## config.mk

```make
export PLATFORM = sky130hd
export DESIGN_NAME = decoder_scan_nx
export DESIGN_NICKNAME = d
export VERILOG_FILES = /design/src/rtl/decoder_pkg.sv /design/src/rtl/decoder_scan_nx_prescaler.sv /design/src/rtl/decoder_scan_nx.sv
export SDC_FILE = /design/constraint.sdc
export NUM_CORES = 1
export LEC_CHECK = 0
export ABC_AREA = 1
export CAP_MARGIN = 0
export CORE_MARGIN = 8
export CORE_UTILIZATION = 50
export DETAILED_ROUTE_END_ITERATION = 8
export HOLD_SLACK_MARGIN = 0.06
export PLACE_DENSITY = 0.89
export RECOVER_POWER = 25
export SETUP_SLACK_MARGIN = 0.15
export SLEW_MARGIN = 20
export SYNTH_ARGS = -nofsm -noshare
export SYNTH_HDL_FRONTEND = slang
export SYNTH_SLANG_ARGS = --single-unit
```

## constraint.sdc

```tcl
create_clock -name clk -period 2.03 [get_ports clk]
set_input_delay 0.5075 -clock clk [delete_from_list [all_inputs] [get_ports clk]]
set_output_delay 0.5075 -clock clk [all_outputs]
set_load 0.1 [all_outputs]
```

## src/rtl/decoder_pkg.sv

```systemverilog
// Shared types and constants for the registered one-hot decoder family.
package decoder_pkg;

  typedef enum logic [1:0] {
    ST_IDLE,
    ST_DIRECT,
    ST_SCAN
  } state_t;

  localparam logic MODE_DIRECT = 1'b0;
  localparam logic MODE_SCAN   = 1'b1;

endpackage

```

## src/rtl/decoder_scan_nx_prescaler.sv

```systemverilog
// Scan dwell prescaler: counts clocks while running and ticks once per div+1 clocks.
module scan_prescaler #(
  parameter int DIV_W = 8
) (
  input  logic             clk,
  input  logic             rst_n,
  input  logic             clear,
  input  logic             run,
  input  logic [DIV_W-1:0] div,
  output logic             tick
);

  logic [DIV_W-1:0] cnt;

  // The >= compare lets div shrink below the current count without overrunning.
  assign tick = run && (cnt >= div);

  always_ff @(posedge clk or negedge rst_n) begin
    if (!rst_n) begin
      cnt <= '0;
    end else if (clear) begin
      cnt <= '0;
    end else if (run) begin
      if (tick) cnt <= '0;
      else      cnt <= cnt + DIV_W'(1);
    end
  end

endmodule

```

## src/rtl/decoder_scan_nx.sv

```systemverilog
// Registered binary-to-one-hot decoder with direct-load and auto-scan modes,
// out-of-range detection and a wrap pulse for downstream sync.
module decoder_scan_nx
  import decoder_pkg::*;
#(
  parameter int SEL_W   = 3,
  parameter int NUM_OUT = 8,
  parameter int DIV_W   = 8
) (
  input  logic               clk,
  input  logic               rst_n,
  input  logic               en,
  input  logic               mode,
  input  logic [SEL_W-1:0]   sel_in,
  input  logic               load,
  input  logic [DIV_W-1:0]   div,
  output logic [NUM_OUT-1:0] d,
  output logic [SEL_W-1:0]   idx,
  output logic               wrap,
  output logic               err
);

  // One extra bit so NUM_OUT == 2**SEL_W is representable.
  localparam logic [SEL_W:0]   NUM_OUT_V = (SEL_W+1)'(NUM_OUT);
  localparam logic [SEL_W-1:0] LAST_IDX  = SEL_W'(NUM_OUT - 1);

  function automatic logic [NUM_OUT-1:0] onehot(input logic [SEL_W-1:0] i);
    logic [NUM_OUT-1:0] oh;
    for (int k = 0; k < NUM_OUT; k++) oh[k] = (i == SEL_W'(k));
    return oh;
  endfunction

  state_t             state, state_nxt;
  logic [SEL_W-1:0]   idx_nxt;
  logic [NUM_OUT-1:0] d_nxt;
  logic               wrap_nxt, err_nxt;
  logic               sel_ok, run, tick;

  assign sel_ok = ({1'b0, sel_in} < NUM_OUT_V);
  assign run    = (state == ST_SCAN) && en && (mode == MODE_SCAN);

  // Counter is held at zero whenever the scan is not actively running,
  // which also gives the cnt = 0 entry condition for free.
  scan_prescaler #(
    .DIV_W (DIV_W)
  ) u_prescaler (
    .clk   (clk),
    .rst_n (rst_n),
    .clear (!run),
    .run   (run),
    .div   (div),
    .tick  (tick)
  );

  always_ff @(posedge clk or negedge rst_n) begin
    if (!rst_n) begin
      state <= ST_IDLE;
      idx   <= '0;
      d     <= '0;
      wrap  <= 1'b0;
      err   <= 1'b0;
    end else begin
      state <= state_nxt;
      idx   <= idx_nxt;
      d     <= d_nxt;
      wrap  <= wrap_nxt;
      err   <= err_nxt;
    end
  end

  always_comb begin
    state_nxt = state;
    idx_nxt   = idx;
    err_nxt   = err;
    wrap_nxt  = 1'b0;

    if (!en) begin
      state_nxt = ST_IDLE;
      err_nxt   = 1'b0;
    end else begin
      unique case (state)
        ST_IDLE, ST_DIRECT, ST_SCAN: begin
          // Mode entry (from IDLE or a mode change) takes priority over load/tick.
          if (mode == MODE_DIRECT && state != ST_DIRECT) begin
            state_nxt = ST_DIRECT;
            idx_nxt   = sel_ok ? sel_in : '0;
            err_nxt   = !sel_ok;
          end else if (mode == MODE_SCAN && state != ST_SCAN) begin
            state_nxt = ST_SCAN;
            idx_nxt   = '0;
            err_nxt   = 1'b0;
          end else if (state == ST_DIRECT) begin
            if (load) begin
              if (sel_ok) idx_nxt = sel_in;
              err_nxt = !sel_ok;
            end
          end else if (tick) begin
            if (idx == LAST_IDX) begin
              idx_nxt  = '0;
              wrap_nxt = 1'b1;
            end else begin
              idx_nxt = idx + SEL_W'(1);
            end
          end
        end
        default: state_nxt = ST_IDLE;
      endcase
    end

    d_nxt = (state_nxt != ST_IDLE) ? onehot(idx_nxt) : '0;
  end

endmodule

```

After elaboration in Yosys (flattened, before gate mapping)
Index checks and enable logic that the tools add are counted.
{ "classes": {"n_addsub": 2, "magnitude_cmp": 1, "eq_ne": 15, "muxes": 28, "n_bitwise": 1, "reduce_logical": 10} }
{ "ops": {"columns": ["cell", "count"], "rows": [
  ["3-bit 2-to-1 mux", 8],
  ["8-bit 2-to-1 mux", 3],
  ["3-bit == test, second input constant", 5],
  ["1-bit 2-to-1 mux", 13],
  ["8-bit by 1-bit adder with 8-bit output, second input constant", 1],
  ["8-bit >= comparator", 1],
  ["2-bit 2-to-1 mux", 4],
  ["4-bit by 1-bit inequality test with 1-bit output, second input constant", 2],
  ["3-bit by 2-bit == test with 1-bit output, second input constant", 2],
  ["1-bit logical AND", 5],
  ["2-bit by 1-bit inequality test with 1-bit output, second input constant", 2],
  ["3-bit by 1-bit adder with 3-bit output, second input constant", 1],
  ["3-bit by 1-bit == test with 1-bit output, second input constant", 1],
  ["3-bit zero test", 1],
  ["3-bit AND reduction", 1],
  ["3-bit OR reduction", 1],
  ["2-bit by 1-bit == test with 1-bit output, second input constant", 1],
  ["2-bit == test, second input constant", 1],
  ["2-bit zero test", 1],
  ["2-bit inequality test, second input constant", 1],
  ["2-bit nonzero test", 1],
  ["1-bit NOT", 1]
]} }
{ "word_totals": {"regBits": 23, "inputBits": 16, "out_inout_bits": 13, "elab_cells": 63} }

Longest topological paths before layout
Gate-level depths: netlist of the first run.
{ "logic_depth": {"ltp_word": 12, "depth_mapped": 17, "ltp_nobuf": 17} }

Modules after synthesis
From an unflattened synthesis of the first run, not the netlist that was laid out.
{ "hier_totals": {"cells_unflattened": 202, "hier_area_um2": 1458.9} }
{ "by_module_without_submodules": {"columns": ["mod", "instances", "cells_per_inst", "area_per_inst_um2", "seq_area_each_um2"], "rows": [
  ["decoder_scan_nx", 1, 92, 733.2, 350.3],
  ["scan_prescaler", 1, 110, 725.7, 200.2]
]} }

Worst setup path before layout of the first run
OpenSTA, ideal clock, no wires.
{ "synth_path": {"path_kind": "flip-flop to flip-flop", "startpoint": "register idx[1]", "endpoint": "register d[0]", "setup_time_ns": 0.072, "t_arrival_ns": 1.976, "t_required_ns": 1.958, "setup_slack_ns": -0.018, "stages_incl_launch_ff": 11, "path_buffers": 0, "synth_period_minus_slack_ns": 2.048, "cell_sequence": "dfrtp_1 ha_1 ha_1 inv_1 nand2_1 nand3_1 nand3_2 nand2_2 a21oi_4 nand2_1 nor2_1"} }
{ "synth_via": {"elab_chain_cells": 10} }
{ "synth_lines": {"columns": ["element", "line_no", "text"], "rows": [
  ["from (decl)", "decoder_scan_nx.sv:18", "output logic [SEL_W-1:0] idx,"],
  ["from (signal assigned)", "decoder_scan_nx.sv:64", "idx <= idx_nxt;"],
  ["3-bit by 1-bit adder with 3-bit output / 3-bit == test (equally long branches)", "decoder_scan_nx.sv:102, decoder_scan_nx.sv:98", null],
  ["3-bit 2-to-1 mux", "decoder_scan_nx.sv:98", "if (idx == LAST_IDX) begin"],
  ["3-bit 2-to-1 mux", "decoder_scan_nx.sv:97", "end else if (tick) begin"],
  ["3-bit 2-to-1 mux", "decoder_scan_nx.sv:92", "end else if (state == ST_DIRECT) begin"],
  ["3-bit 2-to-1 mux", "decoder_scan_nx.sv:88", "end else if (mode == MODE_SCAN && state != ST_SCAN) begin"],
  ["3-bit 2-to-1 mux", "decoder_scan_nx.sv:84", "if (mode == MODE_DIRECT && state != ST_DIRECT) begin"],
  ["3-bit 2-to-1 mux", "decoder_scan_nx.sv:81", "unique case (state)"],
  ["3-bit 2-to-1 mux (*)", "decoder_scan_nx.sv:77", "if (!en) begin"],
  ["3-bit zero test (*)", "decoder_scan_nx.sv:29", "for (int k = 0; k < NUM_OUT; k++) oh[k] = (i == SEL_W'(k));"],
  ["8-bit 2-to-1 mux (*)", "decoder_scan_nx.sv:110", "d_nxt = (state_nxt != ST_IDLE) ? onehot(idx_nxt) : '0;"],
  ["named net d_nxt[0]", "decoder_scan_nx.sv:35", "logic [NUM_OUT-1:0] d_nxt;"],
  ["to (signal assigned)", "decoder_scan_nx.sv:65", "d <= d_nxt;"],
  ["to (decl)", "decoder_scan_nx.sv:17", "output logic [NUM_OUT-1:0] d,"]
]} }
Mark *: on every way through the listed nets, which the timed path passes. The rest lies on a longest branch.
A chain may end at the register's enable or synchronous reset.

Worst setup path after layout of the first run
{ "layout_path": {"startpoint": "register u_prescaler.cnt[7]", "endpoint": "register idx[2]"} }
{ "layout_via": {"elab_chain_cells": 8} }
{ "layout_lines": {"columns": ["element", "line_no", "text"], "rows": [
  ["from (decl)", "decoder_scan_nx_prescaler.sv:13", "logic [DIV_W-1:0] cnt;"],
  ["from (signal assigned)", "decoder_scan_nx_prescaler.sv:25", "else cnt <= cnt + DIV_W'(1);"],
  ["8-bit >= comparator", "decoder_scan_nx_prescaler.sv:16", "assign tick = run && (cnt >= div);"],
  ["1-bit logical AND", "decoder_scan_nx_prescaler.sv:16", null],
  ["3-bit 2-to-1 mux", "decoder_scan_nx.sv:97", null],
  ["3-bit 2-to-1 mux", "decoder_scan_nx.sv:92", null],
  ["3-bit 2-to-1 mux", "decoder_scan_nx.sv:88", null],
  ["3-bit 2-to-1 mux", "decoder_scan_nx.sv:84", null],
  ["3-bit 2-to-1 mux", "decoder_scan_nx.sv:81", null],
  ["3-bit 2-to-1 mux", "decoder_scan_nx.sv:77", null],
  ["named net idx_nxt[2]", "decoder_scan_nx.sv:34", "logic [SEL_W-1:0] idx_nxt;"]
]} }
The timed path passes the listed nets, and every way through them passes these cells.

==> impl_metrics.json, run 1 <==
{
  "numPortBuffers": 27,
  "timing.setup.tns_ns": 0,
  "clkTransAtPathRegs_ns": 0.12,
  "syn-instance-count": 160,
  "report.final.slew_viol_count": 0,
  "synth-warning-count": 0,
  "grt_use_met3_pct": 3.72,
  "timing.reg2reg.worst_path_depth": 13,
  "ir_drop_mv": 0.618,
  "cts.path.max_buffers": 2,
  "final_critical_path_share_of_the_clock_period_pct": 94.1,
  "worstPathRequired_ns": 2.25,
  "clkLatencyLatePin_ns": 0.31,
  "final_layout_size_suffix_gt1_share_pct": 44.5,
  "drt-pass1-iter-count": 4,
  "maximum_number_of_pins_on_one_net_before_global_route_repair": 23,
  "numPlacedInstances": 224,
  "grtUsageMet2_pct": 29.6,
  "max-slew-margin-rel_pct": 24.3,
  "drc_errors": 0,
  "rrSetupSlack_ns": 0.12,
  "clock_h_tree_levels": 1,
  "synth_fp_nets": 187,
  "synth_cell_types": 27,
  "flow.area_growth_from_synthesis_pct": 47.6,
  "critical_path.startpoint": "u_prescaler.cnt[7]",
  "grt_most_used_layer": "met2",
  "drt.antenna.violating_nets": 0,
  "ioPinCount": 29,
  "power_density_over_the_cells_nw_per_um2": 607,
  "detail_route.vias_per_cell": 5.19,
  "clock-skew-final_ns": 0.00319,
  "cts.root.buffer_cell": "sky130_fd_sc_hd__clkbuf_4",
  "final.hold.worst_slack_ns": 0.489,
  "layout_commonest_cell": "sky130_fd_sc_hd__buf_4",
  "hold_violations": 0,
  "finalNetCount": 237,
  "critical_path_sink": "idx[2]",
  "cts_sinks": 22,
  "grt_first_pass_wirelength_um": 5640,
  "min_period_ns": 1.91,
  "worst_hold_path_type": "register to register",
  "fp-row-count": 19,
  "via_count_of_the_first_global_routing_pass": 1298,
  "power.static_leakage_nw": 1.04,
  "grt_overflow": 0,
  "cp_data_arrival_time_ns": 2.13,
  "grt_setup_unrepaired": "true",
  "critical_path.endpoint_type": "register",
  "routed_wire_length_per_instance_um": 14.5,
  "total_global_route_track_usage_pct": 15.8,
  "run_status": "finished clean",
  "postRouteWirelength_um": 3490,
  "placer_s_final_routability_congestion_estimate": 0.845,
  "routed-via-count": 1245,
  "final-setup-viol-count": 0,
  "worstSetupPathType": "register to register",
  "synth.avg_cell_area_um2": 8.72,
  "path_max_fanout": 5,
  "worst_pin_slew_ns": 1.14,
  "antenna_violations_before_repair": 0,
  "seq_area_frac_synth_pct": 39.5,
  "antennaDiodeCount": 0,
  "fin_cells": 240,
  "drt_iter0_markers": 53,
  "synth_area_um2": 1400,
  "cts_made_buffers": 3,
  "most-common-layout-cells": "sky130_fd_sc_hd__buf_4, sky130_fd_sc_hd__nor2_1, sky130_fd_sc_hd__dfrtp_1, sky130_fd_sc_hd__inv_1, sky130_fd_sc_hd__nand2_1",
  "worst_hold_startpoint": "u_prescaler.cnt[0]",
  "flip_flop_and_latch_count_after_synthesis": 22,
  "core_region_area_um2": 2710,
  "clock.fmax_ghz": 0.523,
  "post-layout-total-power_w": 0.00125,
  "setup.worst_path.start_class": "register",
  "fp.dieW_um": 68.8,
  "tritoncts": "built",
  "crit-reg2reg-capture": "idx[2]",
  "timing.max_cap.violations": 0,
  "regToRegStartpoint": "u_prescaler.cnt[7]",
  "initial_utilization_pct": 51.5,
  "hold_depth": 1,
  "met1_usage_pct": 16.2,
  "dpl.hpwl_um": 2510,
  "floorplan.die_area_um2": 4740,
  "chipHeight_um": 68.8
}
-- final cells by class --
class	count	area, um2
clock buffer	3	22.5
clock inverter	1	30.0
fill	190	651
inverter	25	93.8
multi-input combinational	112	911
sequential	22	556
tap	31	38.8
timing repair buffer	46	408
-- metal layers --
metal | routed length [um] | up-vias | part of all wire (%)
li1 | - | 600 | -
met1 | 1240 | 593 | 36
met2 | 1980 | 44 | 57
met3 | 183 | 8 | 5.2
met4 | 80 | 0 | 2.3
met5 | 0 | - | 0
-- metrics by stage --
stage	utilization, %	cell area (um2)	setup slack (ns)
final	76.0	2060	0.120
after global routing	76.0	2060	0.0193
after CTS	73.2	1980	0.0948
after detailed placement	65.8	1780	-0.529
after global placement	65.8	1780	-0.400
after floorplan	-	1420	0.151
-- cells by family after synthesis --
group	Yosys count	synth area share (%)
adders and majority gates	11	9.87
AOI/OAI and AO/OA	15	7.98
DFF	22	39.5
other	1	0.269
and+or+nand+nor	80	32.0
buffers and inverters	26	7.26
xor gates and xnor gates	5	3.14
-- worst max-delay path, cell delays in order (launching register included) --
cell and delay [ns]:
sky130_fd_sc_hd__dfrtp_1 0.44, sky130_fd_sc_hd__ha_4 0.29, sky130_fd_sc_hd__nand2_4 0.07, sky130_fd_sc_hd__nor2_4 0.14
sky130_fd_sc_hd__buf_4 0.13, sky130_fd_sc_hd__nand2_4 0.05, sky130_fd_sc_hd__nand3_4 0.09, sky130_fd_sc_hd__nand2_4 0.07
sky130_fd_sc_hd__nand2_1 0.09, sky130_fd_sc_hd__nand3_2 0.10, sky130_fd_sc_hd__nand3b_4 0.11, sky130_fd_sc_hd__nand2_2 0.07
sky130_fd_sc_hd__nand2_4 0.09, sky130_fd_sc_hd__o21ai_1 0.06
-- flip-flops by register name, indices dropped and copies added (netlist names) --
signal,count
state,2
d,8
u_prescaler.cnt,8
wrap,1
idx,3
-- synthesized netlist by cell type (all sizes together) --
master / instances / share of area (%)
ha: 11 / 9.9
a21o: 1 / 0.54
nor3b: 1 / 0.54
buf: 1 / 0.54
inv: 25 / 6.7
nand4: 2 / 2.0
nand2: 38 / 14
xor2: 4 / 2.5
dfrtp: 22 / 39
xnor2: 1 / 0.63
a21oi: 8 / 5.3
nor2: 26 / 8.8
conb: 1 / 0.27
nand3: 10 / 5.2
nand3b: 3 / 1.9
o21ai: 6 / 2.2
-- worst min-delay path by stage --
stage | slack (ns) | to
4_1_cts | 0.49 | u_prescaler.cnt[0]
6_report | 0.49 | u_prescaler.cnt[0]
5_1_grt | 0.52 | u_prescaler.cnt[0]
3_3_place_gp | 0.47 | u_prescaler.cnt[0]
2_1_floorplan | 0.21 | d[0]
3_5_place_dp | 0.48 | u_prescaler.cnt[0]
-- timing repair --
action | CTS | global route
pin swaps | 25 | 18
gates resized for setup | 32 | 9
endpoints found under the hold margin | 0 | 0
hold buffers | 0 | 0
buffers inserted | 7 | 5
setup endpoints to repair | 18 | 10
-- report_power, final --
| part | internal [W] | leakage, nW | switching (W) |
|---|---|---|---|
| Clock | 0.000200 | 0.0279 | 0.000133 |
| Combinational | 0.000143 | 0.724 | 0.000291 |
| Sequential | 0.000459 | 0.293 | 0.0000233 |
Note: power is estimated with default switching activity, not from simulation.
==> run 2, diff against run 1 <==
Settings changed: CORE_MARGIN 8 to 10.
==> impl_metrics.json, run 2 (synthesized netlist as in run 1, its figures left out) <==
{
  "layout_commonest_cell": "sky130_fd_sc_hd__buf_4",
  "maximum_number_of_pins_on_one_net_before_global_route_repair": 23,
  "most-common-layout-cells": "sky130_fd_sc_hd__buf_4, sky130_fd_sc_hd__nand2_1, sky130_fd_sc_hd__dfrtp_1, sky130_fd_sc_hd__inv_1, sky130_fd_sc_hd__nor2_1",
  "final_layout_size_suffix_gt1_share_pct": 43.8,
  "grt_first_pass_wirelength_um": 5650,
  "final_critical_path_share_of_the_clock_period_pct": 98.0,
  "placer_s_final_routability_congestion_estimate": 0.916,
  "finalNetCount": 238,
  "flow.area_growth_from_synthesis_pct": 47.9,
  "worst_hold_path_type": "register to register",
  "chipHeight_um": 72.8,
  "worstSetupPathType": "register to register",
  "cp_data_arrival_time_ns": 2.20,
  "antenna_violations_before_repair": 0,
  "timing.max_cap.violations": 0,
  "post_cts_hold_fix_bufs": 0,
  "clkTransAtPathRegs_ns": 0.13,
  "worstPathRequired_ns": 2.24,
  "drt.antenna.violating_nets": 0,
  "timing.setup.tns_ns": 0,
  "grt_setup_unrepaired": "true",
  "clkLatencyLatePin_ns": 0.32,
  "cts_sinks": 22,
  "worst_path_largest_cell_delay_ns": 0.41,
  "critical-path-top-delay-family": "simple AND/OR/NAND/NOR gates",
  "dpl.hpwl_um": 2490,
  "final-setup-viol-count": 0,
  "drc_errors": 0,
  "critical_path.endpoint_type": "register",
  "grt_overflow": 0,
  "total_global_route_track_usage_pct": 13.0,
  "min_period_ns": 1.99,
  "floorplan.die_area_um2": 5300,
  "critical_path.cell_chain": "ha_1 > nand2_1 > inv_2 > nand2_1 > nand2_1 > nand2_2 > nand3_4 > buf_4 > nand3_1 > nand3_2 > nand3b_4 > nand2_2 > nand2_4 > o21ai_1",
  "setup.worst_path.start_class": "register",
  "cts.path.max_buffers": 2,
  "timing.critical_path.slowest_stage_cell": "sky130_fd_sc_hd__dfrtp_1",
  "cts.root.buffer_cell": "sky130_fd_sc_hd__clkbuf_4",
  "via_count_of_the_first_global_routing_pass": 1331,
  "critPathBufInv": 2,
  "routed_wire_length_per_instance_um": 15.2,
  "power.static_leakage_nw": 1.05,
  "routed-via-count": 1245,
  "worst_pin_slew_ns": 1.21,
  "tritoncts": "built",
  "postRouteWirelength_um": 3660,
  "detail_route.vias_per_cell": 5.17,
  "ioPinCount": 29,
  "power_density_over_the_cells_nw_per_um2": 621,
  "fp-row-count": 19,
  "ir_drop_mv": 0.691,
  "drt_iter0_markers": 51,
  "core_region_area_um2": 2710,
  "path_max_fanout": 5,
  "report.final.slew_viol_count": 0,
  "rrSetupSlack_ns": 0.04,
  "clock_h_tree_levels": 1,
  "clock.fmax_ghz": 0.503,
  "drt-pass1-iter-count": 4,
  "worst_path_most_repeated_cell": "sky130_fd_sc_hd__nand2_1",
  "max-slew-margin-rel_pct": 19.1,
  "run_status": "finished clean",
  "clock-skew-final_ns": 0.00605,
  "numPortBuffers": 27,
  "initial_utilization_pct": 51.5,
  "largest_registers": "d: 8 flops, u_prescaler.cnt: 8 flops, idx: 3 flops",
  "post-layout-total-power_w": 0.00128,
  "fp.dieW_um": 72.8,
  "antennaDiodeCount": 0,
  "cts_made_buffers": 3,
  "hold_violations": 0
}
run 2: changes by cell type in the layout (fill, tap and decap cells not counted), sizes merged:
cell           delta
buf               +1
clkdlybuf4s15     -1
dlygate4sd2       +1
run 2: area by class of cell:
| type | count | area, um2 |
|---|---|---|
| well taps | 31 | 38.8 |
| inverters | 25 | 93.8 |
| clock inverters | 1 | 30.0 |
| fillers | 192 | 647 |
| repair buffers | 47 | 414 |
| flip-flops and latches | 22 | 556 |
| clock buffers | 3 | 22.5 |
| multi-input cells | 112 | 908 |
run 2: per-layer routing:
layer	routed length (um)	share of wire (%)	vias up	global-route usage, %
met3	194	5.3	13	3.81
met1	1320	36	588	12.3
met5	0	0	-	0
met4	97	2.6	0	6.33
li1	-	-	605	-
met2	2050	56	39	24.8
run 2: path summary, 6_finish.rpt:
kind | startpoint | cells after the start | endpoint
max in group asynchronous | rst_n | 2 | u_prescaler.cnt[6]
worst max register to register | u_prescaler.cnt[2] | 14 | idx[2]
worst min-delay path | state[0] | 1 | state[1]
min in group asynchronous | rst_n | 2 | idx[1]
worst max-delay path | u_prescaler.cnt[2] | 14 | idx[2]
worst min register to register | state[0] | 1 | state[1]
run 2: worst register-to-register path, cell delays in order, from the launching register on:
cell                       delay, ns
sky130_fd_sc_hd__dfrtp_1        0.41
sky130_fd_sc_hd__ha_1           0.30
sky130_fd_sc_hd__nand2_1        0.07
sky130_fd_sc_hd__inv_2          0.05
sky130_fd_sc_hd__nand2_1        0.08
sky130_fd_sc_hd__nand2_1        0.09
sky130_fd_sc_hd__nand2_2        0.10
sky130_fd_sc_hd__nand3_4        0.11
sky130_fd_sc_hd__buf_4          0.15
sky130_fd_sc_hd__nand3_1        0.08
sky130_fd_sc_hd__nand3_2        0.10
sky130_fd_sc_hd__nand3b_4       0.11
sky130_fd_sc_hd__nand2_2        0.07
sky130_fd_sc_hd__nand2_4        0.09
sky130_fd_sc_hd__o21ai_1        0.07
run 2: power by group:
group | switching (W) | internal, W
logic | 0.000306 | 0.000151
registers | 0.0000250 | 0.000459
clock network | 0.000140 | 0.000200
total | 0.000472 | 0.000810
run 2: timing repair:
action / CTS / global route
pin swaps: 21 / 16
buffers inserted: 9 / 6
gates resized for setup: 25 / 15
endpoints found under the setup margin: 11 / 11
run 2: metrics by stage:
step	worst slack [ns]	area, um2	utilization, %	std cells	hold slack [ns]
floorplan	0.151	1420	-	160	0.212
global placement	-0.394	1770	65.2	222	0.473
detailed placement	-0.495	1770	65.2	222	0.475
CTS	0.0745	1960	72.4	235	0.493
global route	-0.0636	2060	76.1	241	0.548
finish	0.0410	2060	76.1	241	0.507
==> run 3, diff against run 2 <==
Settings changed: ABC_CLOCK_PERIOD_IN_PS set to 2029, CORE_ASPECT_RATIO set to 0.75, TNS_END_PERCENT set to 100.
==> impl_metrics.json, run 3 (synthesized netlist as in run 1, its figures left out) <==
{
  "run_status": "finished clean",
  "min_period_ns": 1.90,
  "finalNetCount": 241,
  "pre_cts_ws_ns": -0.441,
  "report.final.slew_viol_count": 0,
  "fp.dieW_um": 81.0,
  "grt_overflow": 0,
  "fin_cells": 249,
  "most-common-layout-cells": "sky130_fd_sc_hd__buf_4, sky130_fd_sc_hd__nand2_1, sky130_fd_sc_hd__inv_1, sky130_fd_sc_hd__dfrtp_1, sky130_fd_sc_hd__nor2_1",
  "timing.setup.tns_ns": 0,
  "worst_hold_path_type": "register to register",
  "clock-skew-final_ns": 0.00368,
  "numPlacedInstances": 231,
  "setup_ws_ns": 0.126,
  "final_critical_path_share_of_the_clock_period_pct": 93.8,
  "crit-reg2reg-capture": "d[2]",
  "power.share.sequential_pct": 38.5,
  "power_density_over_the_cells_nw_per_um2": 591,
  "core_region_area_um2": 2640,
  "maximum_number_of_pins_on_one_net_before_global_route_repair": 23,
  "setup.worst_path.start_class": "register",
  "worstSetupPathType": "register to register",
  "flow.area_growth_from_synthesis_pct": 52.6,
  "postRouteWirelength_um": 3740,
  "floorplan.die_area_um2": 5330,
  "power_frac_clock_pct": 24.7,
  "critical_path.endpoint_type": "register",
  "routed_wire_length_per_instance_um": 15.0,
  "critical_path_sink": "d[2]",
  "critical_path.startpoint": "u_prescaler.cnt[5]",
  "regToRegStartpoint": "u_prescaler.cnt[5]",
  "chipHeight_um": 65.7,
  "ir_drop_mv": 0.596,
  "path_max_fanout": 5,
  "hold_violations": 0,
  "worstPathRequired_ns": 2.23,
  "via_count_of_the_first_global_routing_pass": 1324,
  "drt_iter0_markers": 61,
  "cts.root.buffer_cell": "sky130_fd_sc_hd__clkbuf_8",
  "register_area_um2": 558,
  "antenna_violations_before_repair": 0,
  "layout_commonest_cell": "sky130_fd_sc_hd__buf_4",
  "initial_utilization_pct": 52.8,
  "grt_first_pass_wirelength_um": 5800,
  "clkTransAtPathRegs_ns": 0.08,
  "detail_route.vias_per_cell": 5.08,
  "placer_s_final_routability_congestion_estimate": 0.928,
  "clock_h_tree_levels": 1,
  "drt.antenna.violating_nets": 0,
  "rrSetupSlack_ns": 0.13,
  "placed_area_um2": 1800,
  "total_global_route_track_usage_pct": 13.5,
  "largest_registers": "d: 8 flops, u_prescaler.cnt: 8 flops, idx: 3 flops",
  "cts_sinks": 22,
  "final-setup-viol-count": 0,
  "dpl.hpwl_um": 2630,
  "cts.path.max_buffers": 2,
  "comb_power_share_pct": 36.8,
  "multi_input_comb_area_um2": 942,
  "fillcell_total": 168,
  "timing.max_cap.violations": 0,
  "final_layout_size_suffix_gt1_share_pct": 52.1,
  "drc_errors": 0,
  "routed-via-count": 1266,
  "numPortBuffers": 27,
  "grt_setup_unrepaired": "true",
  "tritoncts": "built",
  "clkLatencyLatePin_ns": 0.26,
  "netSwitchingFraction_pct": 37.4,
  "fin_area_um2": 2130,
  "cts_made_buffers": 3,
  "drt-pass1-iter-count": 4,
  "antennaDiodeCount": 0,
  "cp_data_arrival_time_ns": 2.10,
  "power.static_leakage_nw": 1.05,
  "power.internal_w": 0.000787,
  "clock.fmax_ghz": 0.525,
  "ioPinCount": 29,
  "post_cts_hold_fix_bufs": 0,
  "timing.reg2reg.worst_path_depth": 12,
  "p_sw_w": 0.000471,
  "fp-row-count": 16
}
[run 3: cell types whose count changed in the layout (fill, tap and decap cells not counted), moves of 2 or more]
cell | before | now
sky130_fd_sc_hd__nor2_2 | 4 | 7
sky130_fd_sc_hd__nor2_1 | 17 | 15
sky130_fd_sc_hd__dfrtp_2 | 4 | 6
sky130_fd_sc_hd__clkbuf_4 | 3 | 0
sky130_fd_sc_hd__nand2_2 | 9 | 12
sky130_fd_sc_hd__buf_4 | 28 | 31
sky130_fd_sc_hd__dfrtp_1 | 18 | 16
sky130_fd_sc_hd__ha_4 | 5 | 7
sky130_fd_sc_hd__dlygate4sd2_1 | 8 | 1
sky130_fd_sc_hd__ha_1 | 5 | 3
sky130_fd_sc_hd__clkdlybuf4s15_1 | 0 | 2
sky130_fd_sc_hd__clkbuf_2 | 0 | 3
sky130_fd_sc_hd__clkbuf_8 | 0 | 4
sky130_fd_sc_hd__nand2_4 | 9 | 7
[run 3: per-stage QoR]
step | power (W) | hold WS [ns] | util (%)
after floorplan | 0.000763 | 0.212 | -
after global placement | 0.000896 | 0.473 | 68.3
after detailed placement | 0.000912 | 0.486 | 68.3
after CTS | 0.00124 | 0.496 | 76.2
after global routing | 0.00131 | 0.524 | 80.5
final | 0.00126 | 0.510 | 80.5
[run 3: cell type report]
cell class | count | area share (%)
multi-input cells | 112 | 44.3
flip-flops and latches | 22 | 26.2
repair buffers | 50 | 20.4
inverters | 25 | 4.41
clock buffers | 4 | 2.59
well taps | 36 | 2.12
[run 3: routing by layer]
layer	vias up	wire length, um	track usage [%]
met2	53	1970	25.4
met1	595	1350	13.2
met3	10	340	6.11
met5	-	0	0
li1	608	-	-
met4	0	82	3.45
[run 3: repair_timing]
item / 4_1_cts / 5_1_grt
pin swaps: 27 / 22
endpoints found under the setup margin: 18 / 11
gates resized for setup: 40 / 22
buffers inserted: 7 / 7
[run 3: critical path: stages, from the launching register on]
cell and delay [ns]:
sky130_fd_sc_hd__dfrtp_1 0.43, sky130_fd_sc_hd__ha_4 0.25, sky130_fd_sc_hd__a21oi_4 0.15, sky130_fd_sc_hd__nor2_4 0.06, sky130_fd_sc_hd__nor2_4 0.13, sky130_fd_sc_hd__nand3_4 0.12, sky130_fd_sc_hd__nand2_4 0.10, sky130_fd_sc_hd__nand2_2 0.05
sky130_fd_sc_hd__nand3_2 0.07, sky130_fd_sc_hd__nand2_2 0.08, sky130_fd_sc_hd__a21oi_4 0.18, sky130_fd_sc_hd__nand2_2 0.09, sky130_fd_sc_hd__nor2_2 0.11
[run 3: how the worst min path moves through the flow]
| stage | startpoint | to | slack, ns | depth (start not counted) |
|---|---|---|---|---|
| after floorplan | rst_n | d[0] | 0.21 | 0 |
| after global placement | state[0] | state[1] | 0.47 | 1 |
| after detailed placement | u_prescaler.cnt[0] | u_prescaler.cnt[0] | 0.49 | 1 |
| after CTS | u_prescaler.cnt[0] | u_prescaler.cnt[0] | 0.50 | 1 |
| after global routing | state[0] | state[1] | 0.52 | 1 |
| final | state[0] | state[1] | 0.51 | 1 |
[run 3: power groups by stage]
stage,Clock [W],Sequential [W],Combinational (W)
3_3_place_gp,0,0.000491,0.000405
3_5_place_dp,0,0.000492,0.000420
6_report,0.000310,0.000484,0.000463
4_1_cts,0.000318,0.000484,0.000438
2_1_floorplan,0,0.000614,0.000149
5_1_grt,0.000338,0.000487,0.000488
